<file path="src/rtl/pc_sequencer.sv">
// ============================================================================
// Module   : pc_sequencer
// Purpose  : Next-PC controller that picks the fetch PC source and holds the
//            PC on hazards and back-pressure, replaying latched redirects.
// Revision : 1.0 - initial release
// ============================================================================
`default_nettype none

module pc_sequencer #(
    parameter int                ADDR_W     = 32,
    parameter logic [ADDR_W-1:0] RESET_PC   = '0,
    parameter int                INST_BYTES = 4,
    parameter int                MAX_STALL  = 255
) (
    input  logic              clk,
    input  logic              rst,
    input  logic [ADDR_W-1:0] curr_pc,
    input  logic              stall_i,
    input  logic              imem_ready_i,
    input  logic              trap_i,
    input  logic [ADDR_W-1:0] trap_vec_i,
    input  logic              br_taken_i,
    input  logic [ADDR_W-1:0] br_target_i,
    input  logic              jmp_i,
    input  logic [ADDR_W-1:0] jmp_target_i,
    output logic [ADDR_W-1:0] next_pc,
    output logic              pc_hazarded,
    output logic              flush_if_o,
    output logic              flush_id_o,
    output logic              redirect_pend_o,
    output logic              stall_timeout_o
);

    localparam int CNT_W = (MAX_STALL > 0) ? $clog2(MAX_STALL + 1) : 1;
    localparam logic [CNT_W-1:0] CNT_MAX = CNT_W'(MAX_STALL);

    typedef enum logic [1:0] {
        S_BOOT = 2'd0,
        S_RUN  = 2'd1,
        S_HOLD = 2'd2
    } state_t;

    state_t             state, state_d;
    logic               pend_v, pend_v_d;
    logic [1:0]         pend_pri, pend_pri_d;
    logic [ADDR_W-1:0]  pend_tgt, pend_tgt_d;
    logic [CNT_W-1:0]   stall_cnt, stall_cnt_d;
    logic               timeout, timeout_d;

    logic               hold;
    logic [1:0]         new_pri;
    logic [ADDR_W-1:0]  new_tgt;
    logic               use_new;
    logic [1:0]         eff_pri;
    logic [ADDR_W-1:0]  eff_tgt;
    logic [ADDR_W-1:0]  seq_pc;

    always_ff @(posedge clk) begin
        if (rst) begin
            state     <= S_BOOT;
            pend_v    <= 1'b0;
            pend_pri  <= 2'd0;
            pend_tgt  <= '0;
            stall_cnt <= '0;
            timeout   <= 1'b0;
        end else begin
            state     <= state_d;
            pend_v    <= pend_v_d;
            pend_pri  <= pend_pri_d;
            pend_tgt  <= pend_tgt_d;
            stall_cnt <= stall_cnt_d;
            timeout   <= timeout_d;
        end
    end

    always_comb begin
        hold   = stall_i | ~imem_ready_i;
        seq_pc = curr_pc + ADDR_W'(INST_BYTES);

        new_pri = 2'd0;
        new_tgt = '0;
        if (trap_i) begin
            new_pri = 2'd3;
            new_tgt = trap_vec_i;
        end else if (br_taken_i) begin
            new_pri = 2'd2;
            new_tgt = br_target_i;
        end else if (jmp_i) begin
            new_pri = 2'd1;
            new_tgt = jmp_target_i;
        end

        // pend_pri is zero whenever nothing is pending, so one compare serves
        // both the RUN path and the HOLD release / overwrite paths.
        use_new = (new_pri != 2'd0) && (new_pri >= pend_pri);
        eff_pri = use_new ? new_pri : pend_pri;
        eff_tgt = use_new ? new_tgt : pend_tgt;
    end

    always_comb begin
        state_d     = state;
        pend_v_d    = pend_v;
        pend_pri_d  = pend_pri;
        pend_tgt_d  = pend_tgt;
        stall_cnt_d = stall_cnt;
        timeout_d   = timeout;
        next_pc     = seq_pc;
        pc_hazarded = 1'b0;
        flush_if_o  = 1'b0;
        flush_id_o  = 1'b0;

        case (state)
            S_BOOT: begin
                next_pc = RESET_PC;
                state_d = S_RUN;
            end
            S_RUN, S_HOLD: begin
                if (hold) begin
                    pc_hazarded = 1'b1;
                    next_pc     = curr_pc;
                    if (use_new) begin
                        pend_v_d   = 1'b1;
                        pend_pri_d = new_pri;
                        pend_tgt_d = new_tgt;
                    end
                    if (stall_cnt != CNT_MAX) begin
                        stall_cnt_d = stall_cnt + 1'b1;
                    end else begin
                        timeout_d = 1'b1;
                    end
                    state_d = S_HOLD;
                end else begin
                    if (eff_pri != 2'd0) begin
                        next_pc = eff_tgt;
                    end
                    flush_if_o  = (eff_pri != 2'd0);
                    flush_id_o  = (eff_pri >= 2'd2);
                    pend_v_d    = 1'b0;
                    pend_pri_d  = 2'd0;
                    stall_cnt_d = '0;
                    state_d     = S_RUN;
                end
            end
            default: begin
                state_d = S_BOOT;
            end
        endcase
    end

    assign redirect_pend_o = pend_v;
    assign stall_timeout_o = timeout;

endmodule

`default_nettype wire

</file>
<file path="config.mk">
export PLATFORM = sky130hd
export DESIGN_NAME = pc_sequencer
export DESIGN_NICKNAME = d
export VERILOG_FILES = /design/src/rtl/pc_sequencer.sv
export SDC_FILE = /design/constraint.sdc
export NUM_CORES = 1
export LEC_CHECK = 0
export CAP_MARGIN = 15
export CORE_MARGIN = 5
export CORE_UTILIZATION = 39
export DETAILED_ROUTE_END_ITERATION = 12
export DONT_BUFFER_PORTS = 1
export HOLD_SLACK_MARGIN = 0.15
export PLACE_DENSITY = 0.52
export RECOVER_POWER = 25
export SETUP_SLACK_MARGIN = 0.15
export SKIP_LAST_GASP = 1
export SYNTH_ARGS = -nofsm -noshare
export SYNTH_HDL_FRONTEND = slang
export SYNTH_SLANG_ARGS = --single-unit
</file>
<file path="constraint.sdc">
create_clock -name clk -period 5.42 [get_ports clk]
set_input_delay 1.084 -clock clk [delete_from_list [all_inputs] [get_ports clk]]
set_output_delay 1.084 -clock clk [all_outputs]
set_load 0.02 [all_outputs]
</file>
==> out/results.md <==
- finished, violations left — outcome
- capacitance limit, slew limit — failing checks
- 0 — remaining antenna violation count after routing
- sky130_fd_sc_hd__dfxtp_1 — cell type contributing the most total cell area after synthesis
- 0.68 ns — slowest stage delay, CP
- pend_tgt[17]$_SDFFE_PP0P_ — worst hold path startpoint
- 112 um — die extent in y
- 37 — total number of placement rows
- 14,500 um — total detailed-routing wirelength
- 3.71 ns — data arrival at the endpoint of the critical path
- 7.91% — share of cells above drive strength 1
- 1.63 ns — register-to-register setup slack
- 22.7% — Synth top area share
- 4290 um2 — finished layout cell area
- 10,200 um2 — Core Box Area
- output port — kind of end point of the critical path
- 0 — post-cts resize count
- done — clock tree from TritonCTS
- 88.5% — share of the clock period used by the worst path after layout
- 0 — number of antenna violations at the first check in global routing
- 1 — max-capacitance violation count
- 43.5% — switching power share of the total
- 1.52 nW — static leakage
- or2_2, ha_1, or3_1, o311a_1, o41a_1, o32a_1, o21ai_1, buf_4 — list of cells traversed by the critical path
- 0 ns — total negative slack
- 0.00408 ns — Fin Clk Skew
- 21.8 um — average detailed-routed wire length per instance
- sky130_fd_sc_hd__dfxtp_1 (23%), sky130_fd_sc_hd__nor2_1 (5.9%), sky130_fd_sc_hd__a211oi_1 (4.4%), sky130_fd_sc_hd__a21oi_1 (3.8%), sky130_fd_sc_hd__nand2_1 (3.8%) — top area cells in the synthesized netlist
- br_taken_i — CP startpoint
- 4050 um2 — Cell Area, Synth
- 2 — maximum buffer depth of the clock tree
- 5.80% — Synth-to-Final Area Change
- 6.41 — via/cell ratio
- no — setup repair after global routing missed its margin
- 4190 um2 — area after detailed placement
- 0.000598 W — net switching component of the power
- 670 — Final nets
- 1.79 ns — transition time at the pin with the least slew margin
- primary input — nature of the critical path startpoint
- 4.80 ns — shortest period the worst path allows
- 7.37 um2 — mean instance size in the synthesized netlist
- 21.9% — total track usage
- 0 — Yosys warnings
- sky130_fd_sc_hd__clkbuf_8 — clock root buffer
- 0 — number of post-CTS setup repair buffers
- 12,500 um2 — Die ar.
- 2 — CTS H-Tree Depth
- 4,118 — vias in the first global route
- primary input to output port — category of the critical setup timing path
- 690 — post-synthesis net count
- 11,100 um — half-perimeter wire length after placement
- 0 — number of buffers inserted by port buffering
- sky130_fd_sc_hd__nor2_1 (64), sky130_fd_sc_hd__dfxtp_1 (46), sky130_fd_sc_hd__nand2_1 (41) — most frequent cells after synthesis
- 314 — initial detailed-routing violation count
- 0.000777 W — internal power
- 0.621 ns — setup ws final
- 0.651 ns — post-placement worst setup slack
- 0 — GR Overflow Total
- 32.5% — sequential cell fraction of total power
- 0.00138 W — total power of the final layout
- 0.126 mV — worst ir drop on vdd
- 0.09 ns — register clock-pin slew on the reported worst setup and hold paths
- 0.31 ns — Clk Latency, worst-skew pair
- 48.2% — relative contribution of combinational cells to total power
- 0 — Hold-fix buffers, CTS
- 47 — biggest fanout along the worst timing path
- 6 — TritonRoute pass-1 iters
- 4,278 — total via count after detailed routing
- 5 — clock buffer count from CTS
- sky130_fd_sc_hd__o41a_1 — standard cell with the maximum stage delay on the critical path
- 0 — # DRC
- sky130_fd_sc_hd__dfxtp_1 — main flop type after synthesis
- 0.905 — weighted congestion reported at the end of routability-driven placement
- 0 — number of enable-type register cells in the synthesized netlist
- 31 — final slew viol count
- 208 MHz — maximum operating frequency
- 550 — Cells after Synth
- 0 — number of antenna repair diodes
- 22.7% — fraction of the yosys area taken by sequential cells
- 46 — flip-flop and latch count after synthesis
- 112 um — Die Span X
- 39.6% — initial core utilization
- -19.2% — worst relative slew slack
- 48 — largest net degree at the start of global routing
- register to register — Hold/Removal Path Class
- 0% — share of flip-flops with an asynchronous set or reset after synthesis
- 1,085 — number of inserted filler cells in the final layout
- 172 — count of boundary I/O pins
- 19.3% — clock network power share
- 0 — number of hold-slack violations in the final timing report
- 0 — Final setup viols
- 321 nW/um2 — Cell Pwr Density
- 4.34 ns — data required time at the worst endpoint
- 63 — count of unique library cells instantiated by Yosys
- state[0]$_SDFF_PP0_ — worst reg2reg path startpoint
- sky130_fd_sc_hd__nor2_1 — most instantiated library cell after synthesis
- 22,100 um — first-pass GRT wire length
- 46 — sinks on the clock net
==> cell usage in the layout, fill, tap and decap left out, types with 12 or more instances in the layout <==
cell	count
sky130_fd_sc_hd__nand2_1	41
sky130_fd_sc_hd__nor2b_1	13
sky130_fd_sc_hd__mux2i_1	13
sky130_fd_sc_hd__a211oi_1	24
sky130_fd_sc_hd__buf_4	19
sky130_fd_sc_hd__a31oi_1	14
sky130_fd_sc_hd__o211ai_1	16
sky130_fd_sc_hd__a21oi_1	31
sky130_fd_sc_hd__dfxtp_1	46
sky130_fd_sc_hd__o21ai_0	14
sky130_fd_sc_hd__nand3_1	29
sky130_fd_sc_hd__nor2_1	64
sky130_fd_sc_hd__nor3_1	24
sky130_fd_sc_hd__a221oi_1	12
sky130_fd_sc_hd__nand3b_1	13
==> critical path: cells and delay by family <==
family	cells	cell delay (ns)
compound gates	4	1.48
simple gates	2	0.67
buf+inv	1	0.16
fa+ha+maj	1	0.31
==> per-stage QoR <==
stage | util, % | hold WS [ns] | std cells
after global placement | 41.0 | 0.479 | 659
after global routing | 41.9 | 0.512 | 667
after detailed placement | 41.0 | 0.486 | 659
after CTS | 42.0 | 0.499 | 667
after floorplan | - | 0.477 | 550
final | 41.9 | 0.498 | 667
==> sequential cells by signal (all words and copies together) (netlist names) <==
name	count
stall_timeout_o	1
pend_pri	2
stall_cnt	8
pend_tgt	32
state	2
redirect_pend_o	1
==> area by class of cell <==
cell class | instances | area, um2 | area share, %
clock inverters | 2 | 37.5 | 0.875
repair buffers | 23 | 174 | 4.05
multi-input cells | 444 | 2880 | 67.1
clock buffers | 6 | 72.6 | 1.69
inverters | 10 | 37.5 | 0.875
flip-flops and latches | 46 | 921 | 21.5
well taps | 136 | 170 | 3.97
==> power by group through the flow <==
stage               Combinational (W)  Clock [W]  Sequential, W
detailed placement           0.000670          0       0.000453
global placement             0.000659          0       0.000450
global route                 0.000723   0.000288       0.000457
floorplan                    0.000526          0       0.000440
CTS                          0.000671   0.000272       0.000446
finish                       0.000664   0.000265       0.000447
==> metal layers <==
| metal | up-vias | track usage, % | routed length (um) |
|---|---|---|---|
| met1 | 2023 | 26.6 | 6050 |
| met3 | 24 | 5.27 | 944 |
| met4 | 0 | 6.81 | 343 |
| met5 | - | 0 | 0 |
| li1 | 2069 | - | - |
| met2 | 162 | 38.2 | 7190 |
==> logic make-up (layout without fill, tap and decap cells) <==
family / count (synthesis) / count (layout) / synth area share (%)
simple gates: 228 / 228 / 28.8
compound gates: 188 / 188 / 35.0
buf+inv: 60 / 41 / 6.60
flops: 46 / 46 / 22.7
mux: 13 / 13 / 3.21
xor+xnor: 10 / 10 / 2.16
fa+ha+maj: 5 / 5 / 1.54
==> path summary, 6_finish.rpt <==
check | end | cells after the start
max | next_pc[13] | 8
min | pend_tgt[17]$_SDFFE_PP0P_ | 2
max reg2reg | pend_tgt[4]$_SDFFE_PP0P_ | 7
min reg2reg | pend_tgt[17]$_SDFFE_PP0P_ | 2
Note: power is estimated with default switching activity, not from simulation.
